===== src/rtl/sdram_row_reader.sv =====
// rtl/sdram_row_reader.sv - read-side row scheduler: row burst request, beat forwarding, pointer advance
//
// Whenever the SDRAM buffer holds unread rows (sdram_empty=0) and en is high,
// one full-row read burst is requested at the current read pointer.
// The returned beats are forwarded with one cycle of latency.
// When the row has been consumed, incr_rd_ptr pulses once.
//
// Optional feature macro: SDRAM_ROW_READER_CHECK_EN compiles in an incrementing-pattern
// checker driving err/err_cnt. With it undefined, both outputs are tied to 0.
//
// Ports:
//   clk, rst          clock, asynchronous active-high reset
//   en                run enable, sampled only in IDLE
//   sdram_empty       write pointer == read pointer
//   rd_row, rd_bank   current read pointer, latched into req_row/req_bank
//   incr_rd_ptr       one-cycle read-pointer advance pulse
//   req, ack          row read request handshake with the SDRAM controller
//   req_row, req_bank address held stable for the request
//   rd_valid, rd_data read data beats from the controller
//   out_valid/out_data/out_last  registered beat stream, no backpressure
//   busy              high in any state other than IDLE
//   rows_read         completed row count, wrapping
//   err, err_cnt      sticky pattern mismatch flag and saturating mismatch count

module sdram_row_reader #(
    parameter int ROW_W     = 13,
    parameter int BANK_W    = 2,
    parameter int DATA_W    = 16,
    parameter int BURST_LEN = 512
) (
    input  logic              clk,
    input  logic              rst,
    input  logic              en,
    input  logic              sdram_empty,
    input  logic [ROW_W-1:0]  rd_row,
    input  logic [BANK_W-1:0] rd_bank,
    output logic              incr_rd_ptr,
    output logic              req,
    output logic [ROW_W-1:0]  req_row,
    output logic [BANK_W-1:0] req_bank,
    input  logic              ack,
    input  logic              rd_valid,
    input  logic [DATA_W-1:0] rd_data,
    output logic              out_valid,
    output logic [DATA_W-1:0] out_data,
    output logic              out_last,
    output logic              busy,
    output logic [15:0]       rows_read,
    output logic              err,
    output logic [15:0]       err_cnt
);

    localparam int CNT_W = $clog2(BURST_LEN + 1);
    localparam logic [CNT_W-1:0] LAST_BEAT = CNT_W'(BURST_LEN - 1);

    typedef enum logic [2:0] {
        IDLE   = 3'd0,
        REQ    = 3'd1,
        DATA   = 3'd2,
        ADV    = 3'd3,
        SETTLE = 3'd4
    } state_t;

    state_t state_q, state_d;

    logic [CNT_W-1:0]  beat_cnt_q;
    logic [ROW_W-1:0]  req_row_q;
    logic [BANK_W-1:0] req_bank_q;
    logic              out_valid_q;
    logic [DATA_W-1:0] out_data_q;
    logic              out_last_q;
    logic [15:0]       rows_read_q;

    logic latch_addr;
    logic beat_fire;
    logic last_beat;

    // Beats only count while in DATA; anything arriving before ack or after
    // the row is complete is dropped here.
    assign beat_fire = (state_q == DATA) && rd_valid;
    assign last_beat = beat_fire && (beat_cnt_q == LAST_BEAT);

    always_comb begin
        state_d    = state_q;
        latch_addr = 1'b0;
        case (state_q)
            IDLE: begin
                if (en && !sdram_empty) begin
                    state_d    = REQ;
                    latch_addr = 1'b1;
                end
            end
            REQ: begin
                if (ack) begin
                    state_d = DATA;
                end
            end
            DATA: begin
                if (last_beat) begin
                    state_d = ADV;
                end
            end
            ADV: begin
                state_d = SETTLE;
            end
            // One spare cycle so sdram_empty reflects the advanced pointer
            // before IDLE looks at it again.
            SETTLE: begin
                state_d = IDLE;
            end
            default: begin
                state_d = IDLE;
            end
        endcase
    end

    always_ff @(posedge clk or posedge rst) begin
        if (rst) begin
            state_q     <= IDLE;
            beat_cnt_q  <= '0;
            req_row_q   <= '0;
            req_bank_q  <= '0;
            out_valid_q <= 1'b0;
            out_data_q  <= '0;
            out_last_q  <= 1'b0;
            rows_read_q <= '0;
        end else begin
            state_q <= state_d;

            if (latch_addr) begin
                req_row_q  <= rd_row;
                req_bank_q <= rd_bank;
            end

            if (latch_addr || last_beat) begin
                beat_cnt_q <= '0;
            end else if (beat_fire) begin
                beat_cnt_q <= beat_cnt_q + CNT_W'(1);
            end

            out_valid_q <= beat_fire;
            out_last_q  <= last_beat;
            if (beat_fire) begin
                out_data_q <= rd_data;
            end

            if (state_q == ADV) begin
                rows_read_q <= rows_read_q + 16'd1;
            end
        end
    end

    assign req         = (state_q == REQ);
    assign incr_rd_ptr = (state_q == ADV);
    assign busy        = (state_q != IDLE);
    assign req_row     = req_row_q;
    assign req_bank    = req_bank_q;
    assign out_valid   = out_valid_q;
    assign out_data    = out_data_q;
    assign out_last    = out_last_q;
    assign rows_read   = rows_read_q;

`ifdef SDRAM_ROW_READER_CHECK_EN
    // The expected word runs across rows and advances on every counted beat.
    // This way, a single corrupted beat does not misalign the rest of the stream.
    logic [DATA_W-1:0] exp_word_q;
    logic              err_q;
    logic [15:0]       err_cnt_q;

    always_ff @(posedge clk or posedge rst) begin
        if (rst) begin
            exp_word_q <= '0;
            err_q      <= 1'b0;
            err_cnt_q  <= '0;
        end else if (beat_fire) begin
            exp_word_q <= exp_word_q + DATA_W'(1);
            if (rd_data != exp_word_q) begin
                err_q <= 1'b1;
                if (err_cnt_q != 16'hFFFF) begin
                    err_cnt_q <= err_cnt_q + 16'd1;
                end
            end
        end
    end

    assign err     = err_q;
    assign err_cnt = err_cnt_q;
`else
    assign err     = 1'b0;
    assign err_cnt = 16'd0;
`endif

endmodule


===== config.mk =====
export PLATFORM = sky130hd
export DESIGN_NAME = sdram_row_reader
export DESIGN_NICKNAME = d
export VERILOG_FILES = /design/src/rtl/sdram_row_reader.sv
export SDC_FILE = /design/constraint.sdc
export NUM_CORES = 1
export LEC_CHECK = 0
export CORE_ASPECT_RATIO = 1.1
export CORE_MARGIN = 5
export CORE_UTILIZATION = 45
export CTS_BUF_LIST = sky130_fd_sc_hd__clkbuf_4 sky130_fd_sc_hd__clkbuf_8
export DETAILED_ROUTE_END_ITERATION = 16
export GPL_TIMING_DRIVEN = 1
export PLACE_DENSITY_LB_ADDON = 0.2
export SYNTH_ARGS = -nofsm -noshare
export SYNTH_HDL_FRONTEND = slang
export SYNTH_SLANG_ARGS = --single-unit

===== constraint.sdc =====
create_clock -name clk -period 2.8 [get_ports clk]
set_input_delay 0.7 -clock clk [delete_from_list [all_inputs] [get_ports clk]]
set_output_delay 0.7 -clock clk [all_outputs]
set_load 0.02 [all_outputs]

==> results.md <==
* Placed instance area at approximately 3600 um2
* Critical path arrival at 1.98 ns
* Reg power frac at 35.8%
* Tmin final at 2.676 ns
* Layout cells sized above 1 at between 10% and 20%
* CTS tree: yes
* Post-Layout Cell Count at 425
* Skew-Pair Late Insertion Delay at 0.32 ns
* Drt first pass iters at 4
* Yosys reg bits at 62
* R2r setup slk at around 0.9 ns
* Warnings, synthesis at 0
* Hpwl dp at between 3 and 4 mm
* Overall Global Routing Usage at roughly 15%
* H-tree depth at 3
* Pwr Density at 963.8 nW/um2
* Routability cong. at between 0.7 and 0.8
* Post-cts resize count at 0
* Final setup violation count at 0
* Residual DRC at 0
* R2R cell count at 4
* Status: finished, final reports clean
* Fin. Hold Viols at 0
* Core box area at 5806 um2
* Final WL at around 5.4 mm
* VDD IR max at 553.6 uV
* Clock buffer depth at 2
* Crit start category: flip-flop
* Routed vias at 1969
* Diode count at 0
* Cell variety after synth at 28
* Die W at 84.10 um
* Most common cell after layout, fill and taps aside: clkdlybuf4s50_1
* WP data required at 2.10 ns
* Overflow after GRT at 0
* # IOs at 106
* Unrepaired setup endpoints after global routing: false
* Clk pin slew, worst setup/hold paths at 0.07 ns
* Hold-fix buffers, CTS at 0
* P_sw at 1.185 mW
* Synth Area per Inst at 10.96 um2
* Worst Skew at 0.006869 ns
* Reg2reg end: rows_read[14]$_DFFE_PP0P_
* Combinational share of power at 37.9%
* Critical path origin: state_q[2]$_DFFE_PP0P_
* CTS Root Cell: clkbuf_8
* Leading area contributor after synthesis: dfrtp_1
* Critical Path Fanout Max at 8
* Mapped Cells at about 250
* Initial antenna violation count at 0
* Critical path endpoint category: output pin
* Final net count at 382
* Top post-synthesis cells by area: dfrtp_1 (57%), nand2_1 (8.4%), xnor2_1 (6.1%), buf_4 (5.0%), mux2_4 (4.4%)
* Largest net degree at the start of global routing at 42
* Post-route clock period utilization at a little over nine tenths
* Num CTS Buffers at 9
* Clock power share at between 20% and 30%
* Number of port buffers at 88
* Tightest Pin Transition at approximately 0.64 ns
* Area Overhead vs Synth at 43.00%
* DR vias/cell at 4.633
* Die Height at 91.51 um
* Fmax achieved at 373.7 MHz
* P_leak at 1.805 nW
* Final Slew Violations at 0
* Area of the die at around 7700 um2
* Total design power at 3.745 mW
* CP endpoint: incr_rd_ptr
* Relative slew slack at 56.93%
* Cell total after placement at 409
* Critical register-to-register path startpoint: state_q[2]$_DFFE_PP0P_
* Post-CTS Setup Bufs at 0
* Kind of critical path: flip-flop to output pin
* Register area share after synthesis at 57.09%
* Starting Density at 46.81%
* Total negative slack at 0 ns
* Vias in the first global route at 2027
* Most frequent cells in the layout: clkdlybuf4s50_1 (88), dfrtp_1 (62), nand2_1 (61)
* Routed WL per cell at 12.79 um
* Row count at 29
* Hold Path Class: flip-flop to flip-flop
* CTS sink cnt at 62
* Post-Syn Area at between 2000 and 3000 um2
* Post-synth top area share at around 57%
* Sw Share at 31.63%
* Post-route ant nets at 0
* Int Pwr at 2.561 mW
* Post-Layout Inst Area at 3886 um2
* Global-route wire length before repair at 9.363 mm
* Iter 0 DRT Violations at 43
* Max cap viols at 0
-- per-layer routing --
metal | track usage (%) | wire length, um | vias up | share of wire [%]
met5 | 0 | 0 | - | 0
met4 | 6.434 | 57 | 0 | 1.0
met3 | 5.520 | 399 | 6 | 7.3
met2 | 23.03 | 2564 | 65 | 47
met1 | 19.14 | 2416 | 930 | 44
li1 | - | - | 968 | -
-- area by class of cell --
type / instances / area [um2]
clock buffer: 13 / 166.4
clock inverter: 3 / 90.09
fill: 472 / 1919
inverter: 8 / 30.03
multi-input combinational: 170 / 1028
sequential: 62 / 1551
tap: 77 / 96.34
timing repair buffer: 92 / 923.4
-- worst max-delay path, stage by stage, from the launching register on --
cell,delay [ns]
dfrtp_1,0.41
nand3b_1,0.37
inv_1,0.23
clkdlybuf4s50_1,0.64
-- cell families (layout without fill, tap and decap cells) --
| logic type | after synthesis | count (layout) | synth area share [%] |
|---|---|---|---|
| mux | 16 | 16 | 7.735 |
| xor+xnor | 24 | 24 | 7.735 |
| buf+inv | 32 | 116 | 7.274 |
| other cells | 1 | 17 | 0.1380 |
| flops | 62 | 62 | 57.09 |
| compound gates | 3 | 3 | 0.7827 |
| fa+ha+maj | 2 | 2 | 0.9207 |
| simple gates | 108 | 108 | 18.32 |
-- power by group through the flow --
stage	Sequential [mW]	Combinational, mW	Clock (mW)
3_5_place_dp	1.35	1.44	0
3_3_place_gp	1.34	1.43	0
4_1_cts	1.34	1.45	1.01
6_report	1.34	1.42	0.985
2_1_floorplan	1.64	0.504	0
5_1_grt	1.37	1.54	1.05
-- per-stage QoR --
stage / utilization, % / setup slack [ns] / hold slack [ns]
finish: 66.94 / 0.1243 / 0.4747
global route: 66.94 / 0.01174 / 0.4979
CTS: 66.94 / 0.1353 / 0.4771
detailed placement: 62.52 / 0.5053 / 0.4653
global placement: 62.52 / 0.5643 / 0.4565
floorplan: - / 0.5586 / 0.4483
-- registers in the layout, summed over array words and instances (netlist names) --
signal,flops
req_bank,2
rows_read,16
beat_cnt_q,10
req_row,13
state_q,3
out_data,16
out_last,1
out_valid,1
-- Yosys cell counts --
library cell / instances
nand4bb_1: 1
nor3_1: 4
and3_1: 4
nand3b_1: 1
xor2_1: 5
nor3b_1: 1
conb_1: 1
inv_1: 8
nand3_1: 8
nand2_1: 61
buf_6: 1
nand4_1: 6
buf_4: 18
xnor2_1: 19
nor3b_4: 1
a21oi_1: 1
a21o_1: 1
nor4_1: 5
mux2_4: 8
or3_4: 1
buf_2: 2
ha_1: 2
nor2_1: 14
dfrtp_1: 62
a31o_2: 1
clkbuf_1: 3
mux2_2: 8
or2_2: 1
-- how the worst min path moves through the flow --
stage	startpoint	end	slack [ns]	cells past startpoint
2_1_floorplan	state_q[2]$_DFFE_PP0P_	state_q[1]$_DFFE_PP0P_	0.45	1
3_3_place_gp	out_data[8]$_DFFE_PP0P_	out_data[8]$_DFFE_PP0P_	0.46	2
3_5_place_dp	out_data[9]$_DFFE_PP0P_	out_data[9]$_DFFE_PP0P_	0.47	2
4_1_cts	rows_read[15]$_DFFE_PP0P_	rows_read[15]$_DFFE_PP0P_	0.48	1
5_1_grt	out_data[9]$_DFFE_PP0P_	out_data[9]$_DFFE_PP0P_	0.50	2
6_report	rows_read[15]$_DFFE_PP0P_	rows_read[15]$_DFFE_PP0P_	0.47	1
Note: power is estimated with default switching activity, not from simulation.
